### config.mk
export PLATFORM = sky130hd
export DESIGN_NAME = global_cfg_dispatcher
export DESIGN_NICKNAME = d
export VERILOG_FILES = /design/src/rtl/global_cfg_dispatcher.sv
export SDC_FILE = /design/constraint.sdc
export NUM_CORES = 1
export LEC_CHECK = 0
export ABC_AREA = 1
export CAP_MARGIN = 0
export CELL_PAD_IN_SITES_DETAIL_PLACEMENT = 1
export CELL_PAD_IN_SITES_GLOBAL_PLACEMENT = 1
export CORE_UTILIZATION = 30
export CTS_BUF_LIST = sky130_fd_sc_hd__clkbuf_16
export DETAILED_ROUTE_END_ITERATION = 10
export DONT_BUFFER_PORTS = 1
export PLACE_DENSITY = 0.56
export SYNTH_ARGS = -nofsm -noshare
export SYNTH_HDL_FRONTEND = slang
export SYNTH_SLANG_ARGS = --single-unit
### constraint.sdc
create_clock -name clk_i -period 6.68 [get_ports clk_i]
set_input_delay 1.336 -clock clk_i [delete_from_list [all_inputs] [get_ports clk_i]]
set_output_delay 1.336 -clock clk_i [all_outputs]
set_load 0.02 [all_outputs]
### src/rtl/global_cfg_dispatcher.sv
// Tracks architectural vl/vtype from snooped vset* requests and broadcasts each config to all clusters.
// Optional perf counters (vset_cnt_o, stall_cnt_o, vill_cnt_o) under `GLOBAL_CFG_DISP_PERF_EN.
module global_cfg_dispatcher #(
    parameter int unsigned NrClusters = 4,
    parameter int unsigned CfgDepth   = 2,
    parameter int unsigned VLENB      = 128,
    parameter int unsigned ELENB      = 8,
    parameter int unsigned XLEN       = 64,
    parameter type vlen_cl_t = logic [$clog2(VLENB*NrClusters*8+1)-1:0],
    parameter type vlen_t    = logic [$clog2(VLENB*8+1)-1:0]
) (
    input  logic                                clk_i,
    input  logic                                rst_i,
    // {req_valid, insn[31:0], rs1[XLEN-1:0], rs2[XLEN-1:0]}
    input  logic [2*XLEN+32:0]                  acc_req_i,
    output logic                                acc_ready_o,
    output logic [$bits(vlen_cl_t)-1:0]         vl_o,
    // {vill, vma, vta, vsew[2:0], vlmul[2:0]}
    output logic [8:0]                          vtype_o,
    output logic [NrClusters-1:0]               cl_cfg_valid_o,
    input  logic [NrClusters-1:0]               cl_cfg_ready_i,
    output logic [NrClusters*$bits(vlen_t)-1:0] cl_vl_o,
    output logic [8:0]                          cl_vtype_o
`ifdef GLOBAL_CFG_DISP_PERF_EN
    ,
    output logic [31:0]                         vset_cnt_o,
    output logic [31:0]                         stall_cnt_o,
    output logic [31:0]                         vill_cnt_o
`endif
);

    localparam int VlClW   = $bits(vlen_cl_t);
    localparam int VlW     = $bits(vlen_t);
    localparam int NcLog   = $clog2(NrClusters);
    localparam int ElenLog = $clog2(ELENB);
    localparam int AddrW   = (CfgDepth > 1) ? $clog2(CfgDepth) : 1;
    localparam logic [8:0] VtypeRst = 9'h100;

    typedef enum logic {IDLE, BCAST} state_e;

    logic             req_valid;
    logic [31:0]      insn;
    logic [XLEN-1:0]  rs1_val;
    logic [7:0]       rs2_vtype;
    logic             unused_req;

    assign req_valid  = acc_req_i[2*XLEN+32];
    assign insn       = acc_req_i[2*XLEN+31:2*XLEN];
    assign rs1_val    = acc_req_i[2*XLEN-1:XLEN];
    assign rs2_vtype  = acc_req_i[7:0];
    assign unused_req = ^{acc_req_i[XLEN-1:8], insn[30:28]};

    logic       is_opcfg, is_vsetvli, is_vsetivli, is_vsetvl, is_vset;
    logic [4:0] rd_idx, rs1_idx;

    assign is_opcfg    = (insn[6:0] == 7'h57) && (insn[14:12] == 3'b111);
    assign is_vsetvli  = is_opcfg && !insn[31];
    assign is_vsetivli = is_opcfg && (insn[31:30] == 2'b11);
    assign is_vsetvl   = is_opcfg && (insn[31:25] == 7'b1000000);
    assign is_vset     = is_vsetvli || is_vsetivli || is_vsetvl;
    assign rd_idx      = insn[11:7];
    assign rs1_idx     = insn[19:15];

    state_e                      state_q, state_d;
    logic [NrClusters-1:0]       ack_q, ack_d, hs;
    logic [AddrW:0]              wr_q, wr_d, rd_q, rd_d;
    logic [VlClW-1:0]            vl_q, vl_new, vlmax, base, rem;
    logic [8:0]                  vtype_q, vtype_new;
    logic [7:0]                  vtype_raw;
    logic [2:0]                  vsew, vlmul;
    logic                        new_vill, full, push;
    logic [NrClusters*VlW-1:0]   split;
    logic [NrClusters*VlW-1:0]   mem_vl_q    [CfgDepth];
    logic [8:0]                  mem_vtype_q [CfgDepth];

    // zimm10 and zimm11 share the same low byte position
    assign vtype_raw = is_vsetvl ? rs2_vtype : insn[27:20];
    assign vsew      = vtype_raw[5:3];
    assign vlmul     = vtype_raw[2:0];

    always_comb begin
        new_vill = (int'(vsew) > ElenLog) || (vlmul == 3'b100) ||
                   (ElenLog + int'($signed(vlmul)) < int'(vsew));
        vtype_new = new_vill ? VtypeRst : {1'b0, vtype_raw};

        vlmax = VlClW'((VLENB * NrClusters) >> vsew);
        if (!vlmul[2]) vlmax = vlmax << vlmul[1:0];
        else           vlmax = vlmax >> (3'd0 - vlmul);

        if (new_vill)
            vl_new = '0;
        else if (is_vsetivli)
            vl_new = VlClW'(rs1_idx);
        else if (rs1_idx == 5'd0 && rd_idx == 5'd0)
            vl_new = vl_q;
        else if (rs1_idx == 5'd0)
            vl_new = vlmax;
        else if ((|rs1_val[XLEN-1:VlClW]) || (rs1_val[VlClW-1:0] > vlmax))
            vl_new = vlmax;
        else
            vl_new = rs1_val[VlClW-1:0];

        base  = vl_new >> NcLog;
        rem   = vl_new & VlClW'(NrClusters - 1);
        split = '0;
        for (int i = 0; i < NrClusters; i++)
            split[i*VlW +: VlW] = VlW'(base) + VlW'(VlClW'(i) < rem);
    end

    function automatic logic [AddrW:0] ptr_inc(input logic [AddrW:0] p);
        logic [AddrW:0] r;
        r = p;
        if (p[AddrW-1:0] == AddrW'(CfgDepth - 1)) begin
            r[AddrW-1:0] = '0;
            r[AddrW]     = ~p[AddrW];
        end else begin
            r[AddrW-1:0] = p[AddrW-1:0] + 1'b1;
        end
        return r;
    endfunction

    assign full        = (wr_q[AddrW-1:0] == rd_q[AddrW-1:0]) && (wr_q[AddrW] != rd_q[AddrW]);
    assign acc_ready_o = !full;
    assign push        = req_valid && acc_ready_o && is_vset;

    assign cl_cfg_valid_o = (state_q == BCAST) ? ~ack_q : '0;
    assign hs             = cl_cfg_valid_o & cl_cfg_ready_i;
    assign cl_vl_o        = (state_q == BCAST) ? mem_vl_q[rd_q[AddrW-1:0]] : '0;
    assign cl_vtype_o     = (state_q == BCAST) ? mem_vtype_q[rd_q[AddrW-1:0]] : VtypeRst;
    assign vl_o           = vl_q;
    assign vtype_o        = vtype_q;

    always_comb begin
        state_d = state_q;
        ack_d   = ack_q;
        wr_d    = wr_q;
        rd_d    = rd_q;
        unique case (state_q)
            IDLE: ack_d = '0;
            BCAST: begin
                if (&(ack_q | hs)) begin
                    ack_d = '0;
                    rd_d  = ptr_inc(rd_q);
                end else begin
                    ack_d = ack_q | hs;
                end
            end
        endcase
        if (push) wr_d = ptr_inc(wr_q);
        // the new head is only presented once the pointers have settled
        state_d = (wr_d == rd_d) ? IDLE : BCAST;
    end

    always_ff @(posedge clk_i) begin
        if (rst_i) begin
            state_q <= IDLE;
            ack_q   <= '0;
            wr_q    <= '0;
            rd_q    <= '0;
            vl_q    <= '0;
            vtype_q <= VtypeRst;
        end else begin
            state_q <= state_d;
            ack_q   <= ack_d;
            wr_q    <= wr_d;
            rd_q    <= rd_d;
            if (push) begin
                vl_q    <= vl_new;
                vtype_q <= vtype_new;
            end
        end
    end

    always_ff @(posedge clk_i) begin
        if (push) begin
            mem_vl_q[wr_q[AddrW-1:0]]    <= split;
            mem_vtype_q[wr_q[AddrW-1:0]] <= vtype_new;
        end
    end

`ifdef GLOBAL_CFG_DISP_PERF_EN
    logic [31:0] vset_cnt_q, stall_cnt_q, vill_cnt_q;

    always_ff @(posedge clk_i) begin
        if (rst_i) begin
            vset_cnt_q  <= '0;
            stall_cnt_q <= '0;
            vill_cnt_q  <= '0;
        end else begin
            if (push) vset_cnt_q <= vset_cnt_q + 32'd1;
            if (req_valid && !acc_ready_o) stall_cnt_q <= stall_cnt_q + 32'd1;
            if (push && new_vill) vill_cnt_q <= vill_cnt_q + 32'd1;
        end
    end

    assign vset_cnt_o  = vset_cnt_q;
    assign stall_cnt_o = stall_cnt_q;
    assign vill_cnt_o  = vill_cnt_q;
`endif

endmodule

==> metrics.csv <==
stage,metric,value,unit
timing,finalHoldViolCount,0,
power_and_ir_drop,power.internal,1.46,mW
power_and_ir_drop,pwr-share-comb,8.3,%
timing,drv_slew,0,
grt,grt-ovfl-total,0,
clocking,ctsHoldBuffers,0,
timing,setup-tns-final,0,ns
power_and_ir_drop,ir_drop,137,µV
placed_design,place_ws,0.353,ns
critical_path,r2r_cells,9,
synth,ys_ff_latch,137,
cells_and_area,fill_cells,3005,
clocking,clock_latency,0.42,ns
cells_and_area,mostFrequentLayoutCell,nand2_1,
route,wire_per_inst,18.0,µm
critical_path,max_stage_delay,0.27,ns
route,drc,0,
clocking,cts_resized,0,
clocking,cts_root_buf,clkbuf_16,
critical_path,worstSetupPathType,in2reg,
synth,synth_cells,935,
cells_and_area,mostFrequentLayoutCells,"nand2_1, nor2_1, edfxtp_1",
cells_and_area,area_delta_synth_final,12.9,%
floorplan,boundaryPins,247,
clocking,postCtsSetupRepairBufs,0,
cells_and_area,fin_area,8770,µm²
power_and_ir_drop,pwr-share-seq,47.2,%
timing,tightestPinTransition,0.991,ns
outcome,status,completed,
min_path,hold_path_depth,2,
timing,fin_crit_sh,87.7,%
route,drt-total-wl,23200,µm
placed_design,port_buffers,0,
timing,max_freq,0.171,GHz
grt,grt_pass1_vias,6404,
power_and_ir_drop,clockPowerShare,44.5,%
clocking,clk_transition_reported_paths,0.06,ns
cells_and_area,drive_above_1_share,11.4,%
clocking,cts_htree_levels,4,
clocking,cts_made_buffers,17,
critical_path,worst-path-buf-inv,5,
critical_path,cp_top_family,simple AND/OR/NAND/NOR gates,
floorplan,rows,58,
cells_and_area,nNetsFinal,1135,
job,drv_cap,0,
floorplan,dieArea,26500,µm²
grt,antenna_found_initial,0,
route,vias,6254,
timing,fin_skew,0.00792,ns
synth,yosysUniqueCellTypes,46,
critical_path,start_kind,primary input,
cells_and_area,diodes,0,
synth,avgSynthCellArea,8.31,µm²
grt,track_usage,18.0,%
placed_design,gp_congestion,0.845,
min_path,holdCritPathClass,reg2reg,
timing,setup_viol,0,
placed_design,dp_hpwl,17500,µm
critical_path,endpoint_kind,flop,
floorplan,die_h,163,µm
route,drtIter0Drc,245,
power_and_ir_drop,p_sw,0.479,mW
power_and_ir_drop,swShare,24.7,%
clocking,cts_buffer_depth,2,
timing,worst_slack,0.822,ns
route,vias_per_cell,4.85,
route,ant_nets,0,
grt,grt_max_degree,55,
power_and_ir_drop,p_per_area,221,nW/µm²
grt,grt_pass1_wl,35900,µm
floorplan,initial_core_util,30.7,%
critical_path,crit_path_top_delay_cell,or2_1,
timing,period_minus_slack,5.86,ns
synth,netlist_area,7770,µm²
synth,ys_warn_count,0,
floorplan,core_area,25300,µm²
clocking,cts.sinks,137,
critical_path,arrival,6.01,ns
clocking,cts_tree,yes,
timing,grt_setup_unrepaired,false,
critical_path,crit_top_cell,nand2_1,
synth,ys_seq_area_share,49.0,%
critical_path,path_depth,33,
timing,relSlewSlack,33.9,%
floorplan,die_w,163,µm
placed_design,place_area,8230,µm²
critical_path,crit_required,6.84,ns
route,drtPass1Iterations,4,
power_and_ir_drop,p_leak,3.66,nW
critical_path,cp_max_fo,9,
==> state kept, by name (all words and copies together) (netlist names) <==
| register | flops |
|---|---|
| mem_vl_q | 88 |
| mem_vtype_q | 18 |
| vl_o | 13 |
| vtype_o | 9 |
| ack_q | 4 |
| rd_q | 2 |
| wr_q | 2 |
| state_q | 1 |
==> metrics by stage <==
stage | power [mW] | utilization [%] | cells | hold slack [ns]
6_report | 1.94 | 34.6 | 1289 | 0.501
5_1_grt | 2.02 | 34.6 | 1289 | 0.521
4_1_cts | 1.96 | 34.6 | 1289 | 0.508
3_5_place_dp | 1.10 | 32.5 | 1257 | 0.494
3_3_place_gp | 1.10 | 32.5 | 1257 | 0.487
2_1_floorplan | 1.05 | - | 936 | 0.464
==> path summary, 6_finish.rpt <==
check / from / to / slack, ns
max: acc_req_i[153] / mem_vl_q[1][19] / 0.82
min: ack_q[0] / ack_q[0] / 0.50
max reg2reg: rd_q[0] / mem_vl_q[0][38] / 3.15
min reg2reg: ack_q[0] / ack_q[0] / 0.50
==> per-layer routing <==
metal / vias to the layer above / part of all wire (%) / track usage [%]
li1: 3141 / - / -
met1: 2953 / 45 / 22.4
met2: 148 / 49 / 31.2
met3: 12 / 5.5 / 4.56
met4: 0 / 0.72 / 3.70
met5: - / 0 / 0
==> cell families (layout without fill, tap and decap cells) <==
logic type	Yosys count	after routing	share of synthesized area, %
AND/OR/NAND/NOR	497	497	29.5
AO/OA/AOI/OAI	137	137	9.57
flip-flops	137	137	49.0
buffers and inverters	121	144	6.17
adder cells (fa/ha/maj)	22	22	3.54
XOR/XNOR	20	20	2.25
other	1	2	0.0483
==> synthesized netlist by cell type, drive strengths merged <==
cell type	instances	area share, %
edfxtp	106	41
a22oi	1	0.097
nor4	14	1.1
clkinv	3	0.16
clkbuf	25	1.2
inv	86	4.2
xor2	20	2.3
dfxtp	31	8.0
o211ai	1	0.097
nor3	14	1.5
o21ai	89	5.9
o22ai	1	0.16
and2	1	0.081
buf	7	0.61
nand2	208	11
o2111ai	1	0.11
conb	1	0.048
nor2	178	10
ha	22	3.5
nand4	9	0.72
or2	3	0.24
nand3	69	4.7
nor3b	1	0.097
a21oi	44	3.2
==> worst reg2reg max path, cell delays in order, from the launching register on <==
cell	delay, ns
dfxtp_1	0.44
buf_4	0.34
inv_2	0.11
nand2_1	0.05
nand3_1	0.23
nand2_1	0.16
nor3_2	0.17
buf_4	0.37
ha_2	0.93
buf_4	0.42
==> power groups by stage <==
stage	clock (mW)	sequential, mW	combinational, mW
2_1_floorplan	0	0.934	0.117
3_3_place_gp	0	0.934	0.161
3_5_place_dp	0	0.934	0.163
4_1_cts	0.884	0.916	0.164
5_1_grt	0.917	0.915	0.185
6_report	0.864	0.916	0.161
==> area by class of cell <==
type / count / area (µm²) / share of cell area (%)
inverters: 89 / 338 / 3.85
multi-input cells: 678 / 3500 / 39.9
repair buffers: 23 / 173 / 1.97
clock inverters: 14 / 93.8 / 1.07
well taps: 330 / 413 / 4.71
clock buffers: 18 / 450 / 5.13
flip-flops and latches: 137 / 3800 / 43.4
(Power assumes the default switching activity.)
